**src/rtl/fifo_stream_reader.sv**
```systemverilog
// Streaming front end for a FIFO with registered read data.
// A two-entry skid buffer (head/tail) absorbs the one-cycle read latency, so
// the block keeps up with one word per cycle and never over-reads.
// flush drops buffered words and the word already on its way from the FIFO.

module fifo_stream_reader #(
  parameter int DATA_WIDTH = 32
) (
  input  logic                  clk,
  input  logic                  rst_n,
  input  logic                  fifo_empty,
  output logic                  fifo_rd_en,
  input  logic [DATA_WIDTH-1:0] fifo_dout,
  input  logic                  flush,
  output logic [DATA_WIDTH-1:0] out_data,
  output logic                  out_valid,
  input  logic                  out_ready,
  output logic [1:0]            occupancy,
  output logic [15:0]           pop_count
);

  logic [DATA_WIDTH-1:0] head_q;
  logic [DATA_WIDTH-1:0] tail_q;
  logic [1:0]            count_q;
  logic                  inflight_q;   // a read was issued last cycle; its word is on fifo_dout now
  logic                  discard_q;    // the word arriving this cycle belongs to a flushed stream
  logic [15:0]           pop_count_q;

  logic                  pop;
  logic                  capture;
  logic [2:0]            committed;    // words held plus words promised, after this cycle's pop

  assign out_valid = (count_q != 2'd0);
  assign out_data  = head_q;
  assign occupancy = count_q;
  assign pop_count = pop_count_q;

  assign pop = out_valid & out_ready;

  // A flush in the same cycle as an arrival wins: that word belongs to the
  // stream being thrown away.
  assign capture = inflight_q & ~discard_q & ~flush;

  // Only issue a read if the buffer is guaranteed a free slot when the word
  // lands, counting the word already in flight.
  assign committed  = {1'b0, count_q} + {2'b00, inflight_q} - {2'b00, pop};
  assign fifo_rd_en = rst_n & ~fifo_empty & ~flush & (committed < 3'd2);

  // Buffer, counters and read-tracking state.
  always_ff @(posedge clk) begin
    if (!rst_n) begin
      // NOTE: the data entries are reset too, so out_data reads 0 after reset
      // rather than stale words; this is a two-word buffer, not a RAM.
      head_q      <= '0;
      tail_q      <= '0;
      count_q     <= 2'd0;
      inflight_q  <= 1'b0;
      discard_q   <= 1'b0;
      pop_count_q <= 16'd0;
    end else begin
      // NOTE: every register here uses <= so all updates see the pre-edge
      // values of each other; blocking assignments would chain them.
      inflight_q <= fifo_rd_en;
      discard_q  <= flush;

      if (pop) begin
        pop_count_q <= pop_count_q + 16'd1;
      end

      if (flush) begin
        count_q <= 2'd0;
      end else begin
        unique case ({capture, pop})
          2'b10: begin
            if (count_q == 2'd0) head_q <= fifo_dout;
            else                 tail_q <= fifo_dout;
            count_q <= count_q + 2'd1;
          end
          2'b01: begin
            head_q  <= tail_q;
            count_q <= count_q - 2'd1;
          end
          2'b11: begin
            // Count holds; the arriving word goes behind whatever stays.
            if (count_q == 2'd2) begin
              head_q <= tail_q;
              tail_q <= fifo_dout;
            end else begin
              head_q <= fifo_dout;
            end
          end
          default: ;
        endcase
      end
    end
  end

endmodule

```
**config.mk**
```make
export PLATFORM = sky130hd
export DESIGN_NAME = fifo_stream_reader
export DESIGN_NICKNAME = d
export VERILOG_FILES = /design/src/rtl/fifo_stream_reader.sv
export SDC_FILE = /design/constraint.sdc
export NUM_CORES = 1
export LEC_CHECK = 0
export ABC_CLOCK_PERIOD_IN_PS = 2450
export CORE_UTILIZATION = 49
export DETAILED_ROUTE_END_ITERATION = 8
export PLACE_DENSITY = 0.86
export RECOVER_POWER = 25
export SYNTH_ARGS = -nofsm -noshare
export SYNTH_HDL_FRONTEND = slang
export SYNTH_SLANG_ARGS = --single-unit
export TNS_END_PERCENT = 30
```
**constraint.sdc**
```tcl
create_clock -name clk -period 2.45 [get_ports clk]
set_input_delay 0.245 -clock clk [delete_from_list [all_inputs] [get_ports clk]]
set_output_delay 0.245 -clock clk [all_outputs]
set_load 0.02 [all_outputs]
```
==> results of run 1 <==
layout make-up:
type                            instances  area, µm²  share of cell area [%]
Tap cell                               99      123.9                   2.531
Sequential cell                        84       1684                   34.41
Timing Repair Buffer                  102       1030                   21.04
Inverter                                7      26.28                  0.5368
Multi-Input combinational cell        250       1861                   38.01
Clock buffer                           12      145.1                   2.965
Clock inverter                          4      25.02                  0.5112
power groups by stage:
stage | Combinational, mW | Sequential [mW] | Clock, mW
after floorplan | 0.0699 | 1.45 | 0
after global placement | 0.224 | 1.43 | 0
after detailed placement | 0.228 | 1.43 | 0
after CTS | 0.230 | 1.40 | 0.892
after global routing | 0.239 | 1.40 | 0.949
final | 0.223 | 1.40 | 0.881
through the flow:
step | total power, mW | setup WS [ns] | util, % | cell area, µm²
floorplan | 1.521 | 0.01963 | - | 3695
global placement | 1.651 | -0.5112 | 64.95 | 4711
detailed placement | 1.656 | -0.5973 | 64.95 | 4711
CTS | 2.519 | -0.05288 | 67.52 | 4897
global route | 2.586 | -0.1057 | 67.48 | 4895
finish | 2.500 | -0.05146 | 67.48 | 4895
flip-flops by register name, indices dropped and copies added, names as in the netlist:
| name | count |
|---|---|
| discard_q | 1 |
| inflight_q | 1 |
| tail_q | 32 |
| pop_count | 16 |
| occupancy | 2 |
| out_data | 32 |
critical path, stage by stage (launching register included):
cell,delay (ns)
dfxtp_2,0.34
o21ai_4,0.15
inv_2,0.07
ha_4,0.20
nand2b_4,0.13
fa_2,0.35
xor2_2,0.17
nor4b_4,0.30
buf_4,0.19
final timing paths:
| path | start | endpoint | slack, ns | depth (start not counted) |
|---|---|---|---|---|
| setup / recovery | occupancy[1] | fifo_rd_en | -0.05 | 8 |
| hold / removal | pop_count[15] | pop_count[15] | 0.47 | 2 |
| setup reg to reg | occupancy[1] | out_data[27] | 0.42 | 9 |
| hold reg to reg | pop_count[15] | pop_count[15] | 0.47 | 2 |
cells by family after synthesis:
kind of cell,synth area share (%)
AO/OA/AOI/OAI,19.71
XOR/XNOR,3.586
AND/OR/NAND/NOR,14.24
adder cells (fa/ha/maj),2.254
multiplexers,9.563
flip-flops,45.90
buffers and inverters,4.747
per-layer routing:
metal  up-vias  global-route usage [%]  routed length, µm  part of all wire, %
met3        12                   3.638                295                  3.5
met2        73                   38.74               4325                   51
met1      1464                   27.41               3700                   44
met5         -                       0                  0                    0
met4         0                   10.41                163                  1.9
li1       1474                       -                  -                    -
cells in the final DEF (no fill, tap or decap), types with 2 or more instances in the layout:
cell,count
nand4_1,3
dlygate4sd3_1,23
inv_1,6
mux2i_1,35
nor2_1,80
clkbuf_8,10
nor3_1,5
nand2_1,11
ha_1,4
o21ai_1,5
a221oi_1,2
clkinvlp_4,2
o21ai_0,28
xor2_1,4
or3_1,2
clkbuf_1,2
clkdlybuf4s50_1,63
nand2b_1,3
clkinv_2,2
nor4_1,4
a21oi_1,2
dfxtp_2,2
dfxtp_1,82
xnor2_1,10
buf_4,10
nand3_1,5
a221oi_2,30
buf_12,4
repair_timing:
action,4_1_cts,5_1_grt
gates resized for setup,8,0
hold buffers,0,0
setup endpoints to repair,1,1
pin swaps,3,2
==> run_results.csv, run 1 <==
group,metric,value,unit
cts,h-tree-depth,3,
setup_path,crit_type,"reg2out",
global_route,antenna_found_initial,0,
die,num_io_pins,89,
synth,synth_seq_area_share,45.90,%
placement,routabilityCongestion,0.7635,
synth,synth_cell_types,35,
placement,place_inst,542,
power_and_ir_drop,p_leak,1.850,nW
synth,synthArstFlopShare,0,%
power_and_ir_drop,power_frac_seq,55.8,%
timing,finClkSkew,0.01019,ns
power_and_ir_drop,p_per_area,510.7,mW/mm²
synth,netlist_top_cells_count,"dfxtp_1, nor2_1, mux2i_1, a221oi_2, o21ai_0",
cells_and_area,fill_cells,565,
cells_and_area,fin_nets,497,
cts,clkLatencyLatePin,0.35,ns
synth,yosysWarnings,0,
synth,synth_top_area_share,45.90,%
route,totalWireLength,8486,µm
timing,tightest_slew,1.358,ns
cells_and_area,drive_gt1_share,16.34,%
route,drt_iter0_markers,138,
timing,setup_slack,-0.05146,ns
timing,slew_headroom,9.352,%
cts,cts_buffer_depth,2,
global_route,grt_pass1_vias,2917,
route,ant_nets,0,
cts,clock_sinks,84,
timing,setup_tns,-0.05146,ns
global_route,grt_pass1_wl,13540,µm
timing,rsz0062_at_grt,"true",
die,design.core.area,0.007253,mm²
die,dieArea,0.007826,mm²
global_route,grt-ovfl-total,0,
die,die_w,88.47,µm
timing,hold_violations,0,
cells_and_area,synthToLayoutAreaGrowth,33.61,%
synth,ys_ff_latch,84,
outcome,status,"finished with violations",
synth,syn_inst,367,
synth,synth-main-ff-cell,"dfxtp_1",
cts,post_cts_buffers,0,
setup_path,path_max_fanout,2,
synth,yosysMostFrequentCell,"dfxtp_1",
route,wl_per_cell,15.21,µm
route,vias,3023,
timing,min_period,2.501,ns
setup_path,endpoint_kind,"primary output",
route,vias_per_cell,5.418,
power_and_ir_drop,pwr-share-comb,8.9,%
route,first_pass_iters,6,
outcome,violations,"setup timing",
placement,port_buffers,88,
cts,cts_tree,"done",
cells_and_area,instances_no_fill,558,
synth,synth_edf_count,0,
timing,whs,0.4663,ns
cts,numCtsBuffers,9,
global_route,grt_max_degree,47,
min_path,hold_class,"reg2reg",
die,initial_core_util,50.51,%
global_route,gr-usage-all-layers,22.44,%
timing,final-setup-viol-count,1,
setup_path,crit_required,2.20,ns
cts,clk_pin_slew,0.08,ns
placement,hpwlAfterDp,5764,µm
synth,yosys-top-cells-area,"dfxtp_1, a221oi_2, mux2i_1, nor2_1, o21ai_0",
power_and_ir_drop,power_switching,0.6131,mW
cts,root_buffer,"clkbuf_8",
power_and_ir_drop,swShare,24.52,%
setup_path,cp.arrival,2.26,ns
route,route.detailed.drc,0,
timing,fin_crit_sh,102.1,%
cells_and_area,antennaDiodeCount,0,
timing,maxSlewViolCount,0,
synth,syn_nets,410,
timing,max_freq,0.3998,GHz
power_and_ir_drop,ir_drop,0.3772,mV
synth,syn_area,0.003664,mm²
die,fp.dieH,88.47,µm
synth,syn_avg_cell_area,9.982,µm²
run,drv_cap,0,
setup_path,cp-start-kind,"flip-flop",
power_and_ir_drop,power_frac_clock,35.2,%
power_and_ir_drop,intPower,1.887,mW
die,core.rowCount,31,
synth,yosysTopAreaCell,"dfxtp_1",
Power figures use the tool's default switching activity.
==> inputs of run 2 (changes only) <==
ABC_CLOCK_PERIOD_IN_PS = 2400   (was 2450)
clock period = 2.4 ns   (was 2.45 ns; I/O delays follow)
==> run 2 against run 1 <==
  * The run ends with capacitance limit, setup timing left
  * Via count is 3.5% higher
  * Register-to-register slack worse by 0.16 ns
  * Global-route usage grew 2.1 points
  * Flip-flop and latch count is the same
  * Core utilization increased by 0.60 points
  * First-iteration DRC count shrank 14%
  * Non-clock buffer count up 3
  * Worst setup slack gained 0.028 ns
  * Final cell count grew 0.36%
  * Critical path type unchanged
  * Largest cell class unchanged
  * Highest routed layer unchanged
==> run_results.csv, run 2 (synthesis gave the netlist of run 1 again) <==
group,metric,value,unit
outcome,status,"finished with violations",
outcome,violations,"capacitance limit, setup timing",
cts,clkLatencyLatePin,0.34,ns
route,ant_nets,0,
cts,cts_tree,"done",
setup_path,slowest_stage,"fa_2",
cells_and_area,mostFrequentLayoutCell,"dfxtp_1",
setup_path,cp-start-kind,"flip-flop",
global_route,grt-ovfl-total,0,
setup_path,worstReg2RegEnd,"tail_q[11]",
setup_path,ff2ff_path_depth,10,
route,first_pass_iters,4,
setup_path,endpoint_kind,"primary output",
die,design.core.area,0.007253,mm²
cells_and_area,instances_no_fill,560,
setup_path,crit_type,"reg2out",
setup_path,r2r_slack,0.26,ns
min_path,whs_endpoint,"pop_count[15]",
placement,routabilityCongestion,0.8313,
setup_path,cp.arrival,2.18,ns
cells_and_area,utilization,68.09,%
power_and_ir_drop,ir_drop,0.5201,mV
timing,rsz0062_at_grt,"true",
route,totalWireLength,8926,µm
min_path,hp-start,"pop_count[15]",
cts,clock_sinks,84,
setup_path,crit_required,2.16,ns
setup_path,cp_num_buf_inv,2,
route,route.detailed.drc,0,
die,num_io_pins,89,
route,vias,3130,
cts,cts_buffer_depth,2,
setup_path,crit_chain,"o21ai_4, inv_2, ha_4, nand2b_4, fa_2, xor2_2, nor4b_4, buf_4",
die,die_w,88.47,µm
setup_path,cp_top_family,"adder cells",
timing,maxSlewViolCount,0,
power_and_ir_drop,p_per_area,519.1,mW/mm²
setup_path,path_max_fanout,2,
cells_and_area,drive_gt1_share,17.14,%
timing,slew_headroom,1.516,%
die,core.rowCount,31,
die,fp.dieH,88.47,µm
cells_and_area,fill_cells,558,
run,drv_cap,1,
die,dieArea,0.007826,mm²
route,vias_per_cell,5.589,
cells_and_area,fin_nets,500,
cells_and_area,antennaDiodeCount,0,
placement,place_inst,542,
placement,port_buffers,88,
global_route,antenna_found_initial,0,
min_path,hold_depth,2,
setup_path,rr_startpoint,"occupancy[1]",
cells_and_area,layout_common_cells,"dfxtp_1, nor2_1, clkdlybuf4s50_1",
global_route,gr-usage-all-layers,24.58,%
global_route,grt_pass1_wl,14770,µm
cts,clk_pin_slew,0.08,ns
cts,h-tree-depth,3,
placement,pre_cts_slack,-0.5841,ns
timing,setup_tns,-0.02350,ns
route,wl_per_cell,15.94,µm
timing,tightest_slew,1.476,ns
cells_and_area,synthToLayoutAreaGrowth,34.80,%
timing,finClkSkew,0.008630,ns
power_and_ir_drop,p_leak,1.895,nW
cts,cts-hold-fix-buffers,0,
route,drt_iter0_markers,119,
timing,max_freq,0.4126,GHz
timing,setup_slack,-0.02350,ns
setup_path,cpPeakStageDelay,0.35,ns
placement,hpwlAfterDp,6010,µm
cts,root_buffer,"clkbuf_8",
timing,fin_crit_sh,101.0,%
cts,numCtsBuffers,9,
global_route,grt_max_degree,47,
timing,final-setup-viol-count,1,
timing,hold_violations,0,
die,initial_core_util,50.51,%
global_route,grt_pass1_vias,3189,
min_path,hold_class,"reg2reg",
timing,min_period,2.424,ns
==> run 2: changes by cell type in the layout (fill, tap and decap cells not counted), sizes merged <==
cell           previous run  this run
clkdlybuf4s50            63        58
dlygate4sd3              23        28
buf                      14        18
clkbuf                   13        11
==> run 2: through the flow <==
step	power, mW	area (µm²)	hold WS [ns]
floorplan	1.553	3695	0.3167
finish	2.564	4938	0.4819
detailed placement	1.692	4723	0.4727
global route	2.659	4938	0.5202
CTS	2.582	4931	0.4852
global placement	1.687	4723	0.4560
==> run 2: final cells by class <==
type / instances / area [µm²] / share of cell area [%]
well taps: 99 / 123.9 / 2.508
inverters: 7 / 26.28 / 0.5320
repair buffers: 105 / 1067 / 21.61
clock inverters: 4 / 25.02 / 0.5067
multi-input cells: 250 / 1861 / 37.67
flip-flops and latches: 84 / 1684 / 34.10
clock buffers: 11 / 151.4 / 3.066
==> run 2: report_power, final <==
| group | internal [mW] | switching (mW) | total [mW] |
|---|---|---|---|
| combinational | 0.110 | 0.119 | 0.229 |
| sequential | 1.41 | 0.0109 | 1.43 |
| clock | 0.423 | 0.486 | 0.909 |
| total | 1.95 | 0.616 | 2.56 |
==> run 2: worst reg2reg max path, cell delays in order, from the launching register on <==
cell      delay, ns
dfxtp_2        0.34
o21ai_4        0.15
inv_2          0.07
buf_4          0.13
buf_4          0.15
ha_1           0.22
nand2_1        0.11
o2111a_2       0.30
buf_12         0.20
mux2i_1        0.24
nor2_1         0.06
==> run 2: what timing repair did <==
action,4_1_cts,5_1_grt
setup buffers,2,1
endpoints found under the setup margin,1,1
pin swaps,3,1
resized for setup,8,0
==> run 2: worst max-delay path by stage <==
stage	endpoint	slack (ns)	startpoint	depth (start not counted)
3_3_place_gp	fifo_rd_en	-0.55	out_ready	9
6_report	fifo_rd_en	-0.02	occupancy[1]	8
2_1_floorplan	fifo_rd_en	-0.03	occupancy[0]	8
4_1_cts	fifo_rd_en	-0.05	occupancy[1]	8
5_1_grt	fifo_rd_en	-0.1	occupancy[1]	8
3_5_place_dp	fifo_rd_en	-0.58	out_ready	9
==> run 2: layer usage <==
layer	global-route usage (%)	routed length (µm)
met1	28.53	3921
met2	42.94	4480
met5	0	0
met3	5.037	347
met4	12.46	177
